## src/rtl/suprloco_video_pkg.sv

```systemverilog
// Shared raster constants and pixel/pattern types for the SuprLoco video output path.
package suprloco_video_pkg;

    localparam int unsigned H_ACTIVE = 256;
    localparam int unsigned H_TOTAL  = 320;
    localparam int unsigned V_ACTIVE = 224;
    localparam int unsigned V_TOTAL  = 264;
    localparam int unsigned HS_START = 272;
    localparam int unsigned HS_END   = 303;
    localparam int unsigned VS_START = 232;
    localparam int unsigned VS_END   = 235;

    typedef enum logic [1:0] {
        PatFb      = 2'd0,
        PatBars    = 2'd1,
        PatChecker = 2'd2,
        PatBlack   = 2'd3
    } pattern_t;

    typedef logic [8:0] rgb333_t;

    typedef struct packed {
        logic       active;
        logic       hsync;
        logic       vsync;
        logic       vblank;
        logic       frame_start;
        logic [7:0] x;
        logic [7:0] y;
    } raster_tag_t;

    function automatic rgb333_t pattern_pixel(pattern_t pat, logic [2:0] bar, logic chk,
                                              rgb333_t fb);
        rgb333_t pix;
        pix = '0;
        case (pat)
            PatFb:      pix = fb;
            PatBars:    pix = {{3{bar[2]}}, {3{bar[1]}}, {3{bar[0]}}};
            PatChecker: pix = chk ? 9'h1ff : 9'h000;
            default:    pix = '0;
        endcase
        return pix;
    endfunction

endpackage

```

## src/rtl/suprloco_video_delay.sv

```systemverilog
// Tick-enabled shift register that keeps raster flags/coordinates aligned with pipelined data.
module suprloco_video_delay #(
    parameter int unsigned DEPTH = 2,
    parameter int unsigned WIDTH = 8
) (
    input  logic             clk_i,
    input  logic             rst_i,
    input  logic             en_i,
    input  logic [WIDTH-1:0] d_i,
    output logic [WIDTH-1:0] q_o
);

    logic [WIDTH-1:0] stage_q [DEPTH];

    always_ff @(posedge clk_i or posedge rst_i) begin
        if (rst_i) begin
            for (int i = 0; i < DEPTH; i++) begin
                stage_q[i] <= '0;
            end
        end else if (en_i) begin
            stage_q[0] <= d_i;
            for (int i = 1; i < DEPTH; i++) begin
                stage_q[i] <= stage_q[i-1];
            end
        end
    end

    assign q_o = stage_q[DEPTH-1];

endmodule

```

## src/rtl/suprloco_video_tx.sv

```systemverilog
// Video output stage: pixel-enable divider, raster counters, framebuffer fetch and
// test-pattern generation driving the video bus.
module suprloco_video_tx
    import suprloco_video_pkg::*;
#(
    parameter int unsigned CEN_DIV    = 8,
    parameter int unsigned H_ACTIVE   = suprloco_video_pkg::H_ACTIVE,
    parameter int unsigned H_TOTAL    = suprloco_video_pkg::H_TOTAL,
    parameter int unsigned V_ACTIVE   = suprloco_video_pkg::V_ACTIVE,
    parameter int unsigned V_TOTAL    = suprloco_video_pkg::V_TOTAL,
    parameter int unsigned FB_LATENCY = 2,
    parameter int unsigned HS_START   = suprloco_video_pkg::HS_START,
    parameter int unsigned HS_END     = suprloco_video_pkg::HS_END,
    parameter int unsigned VS_START   = suprloco_video_pkg::VS_START,
    parameter int unsigned VS_END     = suprloco_video_pkg::VS_END
) (
    input  logic        i_EMU_MCLK,
    input  logic        i_EMU_MRST,
    input  logic [1:0]  i_PATTERN,
    output logic [15:0] o_FB_ADDR,
    output logic        o_FB_RD,
    input  logic [8:0]  i_FB_DATA,
    output logic        o_VIDEO_CEN,
    output logic        o_VIDEO_EN,
    output logic [2:0]  o_VIDEO_R,
    output logic [2:0]  o_VIDEO_G,
    output logic [2:0]  o_VIDEO_B,
    output logic        o_HSYNC,
    output logic        o_VSYNC,
    output logic        o_VBLANK,
    output logic        o_FRAME_START
);

    logic [2:0]  div_q, div_d;
    logic        cen_q;
    logic [8:0]  h_q, v_q;
    pattern_t    pattern_q;
    raster_tag_t fetch_tag, out_tag;
    rgb333_t     pix;

    always_comb begin
        div_d = (div_q == 3'(CEN_DIV - 1)) ? 3'd0 : div_q + 3'd1;

        fetch_tag.active      = (h_q < 9'(H_ACTIVE)) && (v_q < 9'(V_ACTIVE));
        fetch_tag.hsync       = (h_q >= 9'(HS_START)) && (h_q <= 9'(HS_END));
        fetch_tag.vsync       = (v_q >= 9'(VS_START)) && (v_q <= 9'(VS_END));
        fetch_tag.vblank      = (v_q >= 9'(V_ACTIVE));
        fetch_tag.frame_start = (h_q == 9'd0) && (v_q == 9'd0);
        fetch_tag.x           = h_q[7:0];
        fetch_tag.y           = v_q[7:0];

        pix = pattern_pixel(pattern_q, out_tag.x[7:5], out_tag.x[3] ^ out_tag.y[3], i_FB_DATA);
    end

    // Coordinates ride along in full so later layers can align to them.
    logic unused_tag_bits;
    assign unused_tag_bits = ^{out_tag.x[4], out_tag.x[2:0], out_tag.y[7:4], out_tag.y[2:0]};

    suprloco_video_delay #(
        .DEPTH(FB_LATENCY),
        .WIDTH($bits(raster_tag_t))
    ) u_delay (
        .clk_i(i_EMU_MCLK),
        .rst_i(i_EMU_MRST),
        .en_i (cen_q),
        .d_i  (fetch_tag),
        .q_o  (out_tag)
    );

    assign o_VIDEO_CEN = cen_q;

    always_ff @(posedge i_EMU_MCLK or posedge i_EMU_MRST) begin
        if (i_EMU_MRST) begin
            div_q         <= 3'd0;
            cen_q         <= 1'b0;
            h_q           <= 9'd0;
            v_q           <= 9'(V_ACTIVE);
            pattern_q     <= PatFb;
            o_FB_ADDR     <= 16'd0;
            o_FB_RD       <= 1'b0;
            o_VIDEO_EN    <= 1'b0;
            o_VIDEO_R     <= 3'd0;
            o_VIDEO_G     <= 3'd0;
            o_VIDEO_B     <= 3'd0;
            o_HSYNC       <= 1'b0;
            o_VSYNC       <= 1'b0;
            o_VBLANK      <= 1'b0;
            o_FRAME_START <= 1'b0;
        end else begin
            div_q <= div_d;
            cen_q <= (div_d == 3'(CEN_DIV - 1));
            if (cen_q) begin
                o_FB_ADDR <= {v_q[7:0], h_q[7:0]};
                o_FB_RD   <= fetch_tag.active;
                // Latching at the first fetch of a frame keeps a whole frame on one source.
                if (fetch_tag.frame_start) begin
                    pattern_q <= pattern_t'(i_PATTERN);
                end
                if (h_q == 9'(H_TOTAL - 1)) begin
                    h_q <= 9'd0;
                    v_q <= (v_q == 9'(V_TOTAL - 1)) ? 9'd0 : v_q + 9'd1;
                end else begin
                    h_q <= h_q + 9'd1;
                end

                o_VIDEO_EN    <= out_tag.active;
                o_HSYNC       <= out_tag.hsync;
                o_VSYNC       <= out_tag.vsync;
                o_VBLANK      <= out_tag.vblank;
                o_FRAME_START <= out_tag.frame_start;
                {o_VIDEO_R, o_VIDEO_G, o_VIDEO_B} <= out_tag.active ? pix : 9'd0;
            end
        end
    end

endmodule

```

## config.mk

```make
export PLATFORM = sky130hd
export DESIGN_NAME = suprloco_video_tx
export DESIGN_NICKNAME = d
export VERILOG_FILES = /design/src/rtl/suprloco_video_pkg.sv /design/src/rtl/suprloco_video_delay.sv /design/src/rtl/suprloco_video_tx.sv
export SDC_FILE = /design/constraint.sdc
export NUM_CORES = 1
export LEC_CHECK = 0
export BUFFER_PORTS_ARGS = -buffer_cell sky130_fd_sc_hd__buf_2
export CORE_MARGIN = 10
export CORE_UTILIZATION = 51
export CTS_CLUSTER_SIZE = 16
export DETAILED_ROUTE_END_ITERATION = 12
export GPL_TIMING_DRIVEN = 0
export PLACE_DENSITY_LB_ADDON = 0.15
export REMOVE_ABC_BUFFERS = 1
export SKIP_CTS_REPAIR_TIMING = 1
export SLEW_MARGIN = 5
export SYNTH_ARGS = -nofsm -noshare
export SYNTH_HDL_FRONTEND = slang
export SYNTH_SLANG_ARGS = --single-unit
export TNS_END_PERCENT = 100
```

## constraint.sdc

```tcl
create_clock -name i_EMU_MCLK -period 2.58 [get_ports i_EMU_MCLK]
set_input_delay 0.516 -clock i_EMU_MCLK [delete_from_list [all_inputs] [get_ports i_EMU_MCLK]]
set_output_delay 0.516 -clock i_EMU_MCLK [all_outputs]
set_load 0.02 [all_outputs]
```

==> results.md, run 1 <==
* Clock power share at between 40% and 50%
* Later-pin clock latency in the skew report at about 340 ps
* Flop pwr share at about half
* Hold Fails Final Rpt at 0
* CP Capture Type: flop
* Worst Path Required at ~2800 ps
* Post-layout nets at just over 300
* Largest delay share family, worst path: simple AND/OR/NAND/NOR gates
* Worst Clk Skew at 9.206 ps
* Crit-path slowest cell: dfrtp_2
* Initial Util at 52.96%
* Switching share of power at between 20% and 30%
* Row count at 28
* Most used DFF post-synth: dfrtp_1
* Worst r2r dst: pattern_q[0]
* Sw Pwr at 433.4 uW
* Share of layout cells above drive strength 1 at 36.30%
* CP startpoint: o_VIDEO_CEN
* RSZ-0062 raised after global routing: false
* VDD IR-drop max at 536.9 uV
* Syn Area/Cell at 12.27 um^2
* Core ar. at 5956 um^2
* Antenna-violating nets left at 0
* Filler cell count at just over 500
* Routability congestion estimate at ~0.8
* Post-DP HPWL at ~3.9 mm
* Clock buffer count from CTS at 9
* Placed cell areas at 3312 um^2
* Flop2flop setup slack at about 670 ps
* Setup Total Neg Slack at 0 ps
* Post-layout min period at 1913 ps
* DRT Wirelength at ~5.7 mm
* Detailed Routing Iterations Pass 1 at 4
* CP endpoint: pattern_q[0]
* Non-filler instance count after layout at roughly 370
* Largest net degree at the start of global routing at 70
* Commonest non-fill, non-tap cells in the layout: dfrtp_1, buf_2, mux2_2
* Worst-Margin Slew at between 800 and 900 ps
* Clk sink count at slightly below 70
* Io pins at 45
* FF+latch count, synth at 69
* Initial DRC count at 74
* Gr usage total at 12.40%
* Ys async rst share at 100.0%
* Die X-Extent at around 99 um
* Worst path buffer plus inverter count at 1
* CTS max path bufs at 2
* Hold_ws at approximately 340 ps
* Crit path depth at 5
* Worst-path clk slew at around 70 ps
* Final instance area at about 3500 um^2
* CP Launch Type: flop
* CTS tree: built
* Critical Path, Cell by Cell: buf_12 > nor4bb_1 > nand3_1 > nor3b_4 > mux2_4
* Combinational Power Share at between 2 and 3%
* Lkg Pwr at between 1.5 and 2 nW
* Sequential cell area fraction in the yosys report at ~55%
* Number of remaining DRC errors at 0
* Ratio of total power to cell area at 603.4 nW/um^2
* Depth of the worst register-to-register path at 5
* Cells after synthesis at roughly 260
* Total power at ~2.1 mW
* R2r startpoint: o_VIDEO_CEN
* Pint at between 1.5 and 2 mW
* Netlist Area Pre-Place at ~3200 um^2
* Port bufs at 44
* CP max stage delay at approximately 540 ps
* Final Cycle Share at 74.15%
* Die Area at a little under 10000 um^2
* Total number of H-tree levels at 3
* Root buf cell: clkbuf_8
* First-pass GRT wire length at approximately 9.8 mm
* GRT overflow at 0
* N_diodes at 0
* Outcome: complete, no violations
* Die H at 98.65 um
* Placed insts at about 350
* WL/cell at 15.53 um
* Initial antenna violation count at 0
* Fmax at 0.5227 GHz
* Max cap viols at 0
* Hold WC Path Type: input port to asynchronous set/reset pin
* Via count at ~1900
* Post-synthesis cell type count at 45
* Final Max Tran Viols at 0
* Relative slew slack at between 40% and 50%
* Via-to-Cell Ratio at between 5 and 6
* Crit-path max FO at 36
* Area added between synthesis and finish at 12.14%
* Crit path kind: flop to flop
* Setup Viol. Count Final at 0
* Arr. time, crit path at about 2100 ps
* Vias in the first global route at approximately 2000
* Post-synth EDFFs at 0
* Warnings, synthesis at 0
* Leading cell type in the layout, fill and taps excluded: dfrtp_1
==> power by group through the flow <==
| stage | Combinational (mW) | Clock [mW] | Sequential [mW] |
|---|---|---|---|
| after floorplan | 0.0286 | 0 | 1.12 |
| after global placement | 0.0571 | 0 | 1.11 |
| after detailed placement | 0.0581 | 0 | 1.11 |
| after CTS | 0.0582 | 1.01 | 1.09 |
| after global routing | 0.0636 | 1.06 | 1.09 |
| final | 0.0559 | 0.986 | 1.09 |
==> cells by family (layout without fill, tap and decap cells) <==
family,Yosys count,in the layout,synth area share (%)
AO/OA/AOI/OAI,39,39,8.608
XOR/XNOR,12,12,3.332
adder cells (fa/ha/maj),6,6,2.380
buffers and inverters,40,75,7.378
flip-flops,69,69,54.86
multiplexers,33,33,11.98
AND/OR/NAND/NOR,58,58,11.46
==> worst register-to-register path, delay by kind of cell, from the launching register on <==
| kind | cells | cell delay (ps) |
|---|---|---|
| flops | 1 | 540 |
| buf+inv | 1 | 250 |
| mux | 1 | 320 |
| simple gates | 3 | 690 |
==> metrics by stage <==
stage                     util [%]  setup WS [ps]
after CTS                    59.39          632.0
final                        59.39          667.0
after global placement       55.21         -504.7
after detailed placement     55.61          630.7
after floorplan                  -          204.5
after global routing         59.39          538.4
==> metal layers <==
metal	wire, um	up-vias	track usage [%]
li1	-	948	-
met2	2429	46	16.94
met4	125	0	6.505
met3	420	11	4.818
met1	2725	922	16.48
met5	0	-	0
==> layout make-up <==
class / count / area (um^2) / area share [%]
clock buffer: 12 / 155.1 / 4.386
sequential: 69 / 1732 / 48.96
clock inverter: 4 / 70.07 / 1.981
multi-input combinational: 148 / 1191 / 33.68
tap: 75 / 93.84 / 2.653
timing repair buffer: 45 / 240.2 / 6.792
inverter: 14 / 55.05 / 1.556
==> synthesized netlist by cell type, types with 2 or more instances <==
cell type	count	area [um^2]
nand3_1	7	35.03
inv_1	14	52.55
clkbuf_1	2	7.510
buf_2	5	25.02
a21boi_0	2	15.01
mux2_2	30	337.8
nor3b_4	2	37.54
a21oi_1	9	45.04
xnor2_1	9	78.83
ha_1	6	75.07
nand4_1	5	31.28
xor2_1	3	26.28
nand2_1	9	33.78
mux2_4	2	30.03
dfrtp_1	66	1652
o2bb2ai_1	13	113.9
o22ai_1	2	12.51
nor3_1	2	10.01
buf_4	16	120.1
buf_6	2	22.52
nor2b_1	3	18.77
o21ai_0	7	35.03
and3_1	4	25.02
nor4_1	2	12.51
dfstp_2	3	78.83
and2_1	2	12.51
nor2_1	12	45.04
==> registers in the layout, summed over array words and instances (netlist names), 2 cells and up <==
signal / flops
u_delay.q_o: 10
v_q: 9
o_VIDEO_B: 3
u_delay.stage_q: 5
o_VIDEO_G: 3
o_FB_ADDR: 15
h_q: 9
pattern_q: 2
div_q: 3
o_VIDEO_R: 3
==> how the worst min path moves through the flow <==
stage	to	slack [ps]	cells after the start
6_report	u_delay.q_o[13]	340	2
5_1_grt	pattern_q[0]	400	2
4_1_cts	o_VIDEO_B[1]	370	2
3_5_place_dp	div_q[0]	430	1
3_3_place_gp	div_q[0]	430	1
2_1_floorplan	div_q[0]	410	1
(Power assumes the default switching activity.)
==> run 2: changes to the inputs <==
==> constraint.sdc (replaced) <==
create_clock -name i_EMU_MCLK -period 1.66 [get_ports i_EMU_MCLK]
set_input_delay 0.332 -clock i_EMU_MCLK [delete_from_list [all_inputs] [get_ports i_EMU_MCLK]]
set_output_delay 0.332 -clock i_EMU_MCLK [all_outputs]
set_load 0.02 [all_outputs]
==> results.md, run 2 (synthesis gave the netlist of run 1 again) <==
* CP Capture Type: flop (unchanged)
* Clock buffer count from CTS at 9 (unchanged)
* Clk sink count at 69 (unchanged)
* Worst-path clk slew at 70 ps (about the same)
* Row count at 28 (unchanged)
* WL/cell at 16.11 um (was 15.53 um)
* Hold_ws at 153.2 ps (was 345.0 ps)
* Fmax at 0.5689 GHz (was 0.5227 GHz)
* Total number of H-tree levels at 3 (unchanged)
* Max cap viols at 0 (unchanged)
* Lkg Pwr at 1.786 nW (was 1.701 nW)
* Root buf cell: clkbuf_8 (unchanged)
* CTS max path bufs at 2 (unchanged)
* Arr. time, crit path at 1980 ps (was 2140 ps)
* Crit-path slowest cell: dfrtp_1 (was dfrtp_2)
* Later-pin clock latency in the skew report at 330 ps (was 340 ps)
* Routability congestion estimate at 0.8038 (unchanged)
* Via-to-Cell Ratio at 5.251 (about the same)
* Ratio of total power to cell area at 890.0 nW/um^2 (was 603.4 nW/um^2)
* Worst Path Required at 1880 ps (was 2810 ps)
* CP max stage delay at 400 ps (was 540 ps)
* Setup Total Neg Slack at -193.6 ps (was 0 ps)
* Core ar. at 5956 um^2 (unchanged)
* Largest Register: o_FB_ADDR (unchanged)
* Via count at 2006 (was 1927)
* Gr usage total at 12.40% (unchanged)
* Post-DP HPWL at 3.928 mm (unchanged)
* DRT Wirelength at 6.155 mm (was 5.700 mm)
* Filler cell count at 499 (was 516)
* Crit path kind: flop to flop (unchanged)
* Worst r2r dst: pattern_q[0] (unchanged)
* Worst slack, placed at -289.3 ps (was 630.7 ps)
* Io pins at 45 (unchanged)
* R2r startpoint: v_q[0] (was o_VIDEO_CEN)
* Crit-path max FO at 3 (was 36)
* GRT overflow at 0 (unchanged)
* Area added between synthesis and finish at 18.05% (was 12.14%)
* CTS tree: built (unchanged)
* Port bufs at 44 (unchanged)
* Die H at 98.65 um (unchanged)
* Seq. cell area at 1734 um^2 (was 1732 um^2)
* Die X-Extent at 98.65 um (unchanged)
* Hold Fails Final Rpt at 0 (unchanged)
* Flop2flop setup slack at -100 ps (was 670 ps)
* Die Area at 9731 um^2 (unchanged)
* Post-layout nets at 321 (was 306)
* Vias in the first global route at 1980 (unchanged)
* Depth of the worst register-to-register path at 6 (was 5)
* Post-layout min period at 1758 ps (was 1913 ps)
* Setup Viol. Count Final at 2 (was 0)
* Hold WC Path Type: input port to asynchronous set/reset pin (unchanged)
* First-pass GRT wire length at 9.818 mm (unchanged)
* Max FFs per register at 15 (unchanged)
* Commonest non-fill, non-tap cells in the layout: dfrtp_1, buf_2, mux2_2 (unchanged)
* Largest delay share family, worst path: simple AND/OR/NAND/NOR gates (unchanged)
* RSZ-0062 raised after global routing: true (was false)
* Final Cycle Share at 105.9% (was 74.15%)
* Share of layout cells above drive strength 1 at 42.35% (was 36.30%)
* PnR worst setup slack at -97.83 ps (was 667.0 ps)
* Leading cell type in the layout, fill and taps excluded: dfrtp_1 (unchanged)
* Detailed Routing Iterations Pass 1 at 4 (unchanged)
* Initial DRC count at 53 (was 74)
* Worst-Margin Slew at 836.0 ps (was 834.9 ps)
* VDD IR-drop max at 836.1 uV (was 536.9 uV)
* Violations in the final reports: negative setup slack
* Outcome: finished with violations (was complete, no violations)
* Total power at 3.314 mW (was 2.134 mW)
* Initial Util at 52.96% (unchanged)
* Worst path buffer plus inverter count at 1 (unchanged)
* Number of remaining DRC errors at 0 (unchanged)
* Initial antenna violation count at 0 (unchanged)
* Largest net degree at the start of global routing at 70 (unchanged)
* Final Max Tran Viols at 0 (unchanged)
* Worst Clk Skew at 7.211 ps (was 9.206 ps)
* Multi-input combinational cell area at 1245 um^2 (was 1191 um^2)
* Critical Path, Cell by Cell: inv_1 > ha_4 > nor4bb_4 > nand3_2 > nor3b_4 > mux2_4 (was buf_12 > nor4bb_1 > nand3_1 > nor3b_4 > mux2_4)
* N_diodes at 0 (unchanged)
* CP Launch Type: flop (unchanged)
* Antenna-violating nets left at 0 (unchanged)
* Relative slew slack at 44.27% (was 44.34%)
-- run 2: cell count changes in the layout (fill, tap and decap cells not counted), moves of 2 or more --
| cell | delta |
|---|---|
| buf_4 | +14 |
| dfrtp_1 | -2 |
| dfrtp_2 | +2 |
| ha_1 | -2 |
| ha_4 | +2 |
| inv_1 | -3 |
| inv_2 | +3 |
-- run 2: report_power, final --
group	internal [mW]	leakage, nW	switching [mW]
combinational	0.0284	0.770	0.0584
sequential	1.69	0.900	0.00731
clock	0.924	0.116	0.605
-- run 2: how the worst max path moves through the flow --
stage | slack, ps | cells past startpoint | start | end
2_1_floorplan | -720 | 4 | o_VIDEO_CEN | v_q[7]
3_3_place_gp | -1350 | 4 | o_VIDEO_CEN | v_q[7]
3_5_place_dp | -290 | 5 | o_VIDEO_CEN | pattern_q[1]
4_1_cts | -290 | 5 | o_VIDEO_CEN | pattern_q[1]
5_1_grt | -180 | 6 | v_q[0] | pattern_q[0]
6_report | -100 | 6 | v_q[0] | pattern_q[0]
-- run 2: cell type report --
class                      instances  share of cell area [%]
sequential                        69                   46.57
multi-input combinational        148                   33.43
timing repair buffer              60                   9.946
clock buffer                      12                   4.167
tap                               75                   2.520
clock inverter                     4                   1.882
inverter                          14                   1.478
-- run 2: per-layer routing --
metal / track usage, % / up-vias / wire, um
met5: 0 / - / 0
met4: 6.505 / 0 / 97
met3: 4.818 / 8 / 405
met2: 16.94 / 36 / 2768
met1: 16.48 / 979 / 2884
li1: - / 983 / -
-- run 2: stage by stage --
step	instances	utilization, %	cell area, um^2
4_1_cts	367	59.39	3537
5_1_grt	382	62.52	3724
3_3_place_gp	350	55.21	3288
3_5_place_dp	351	55.61	3312
2_1_floorplan	231	-	2974
6_report	382	62.52	3724
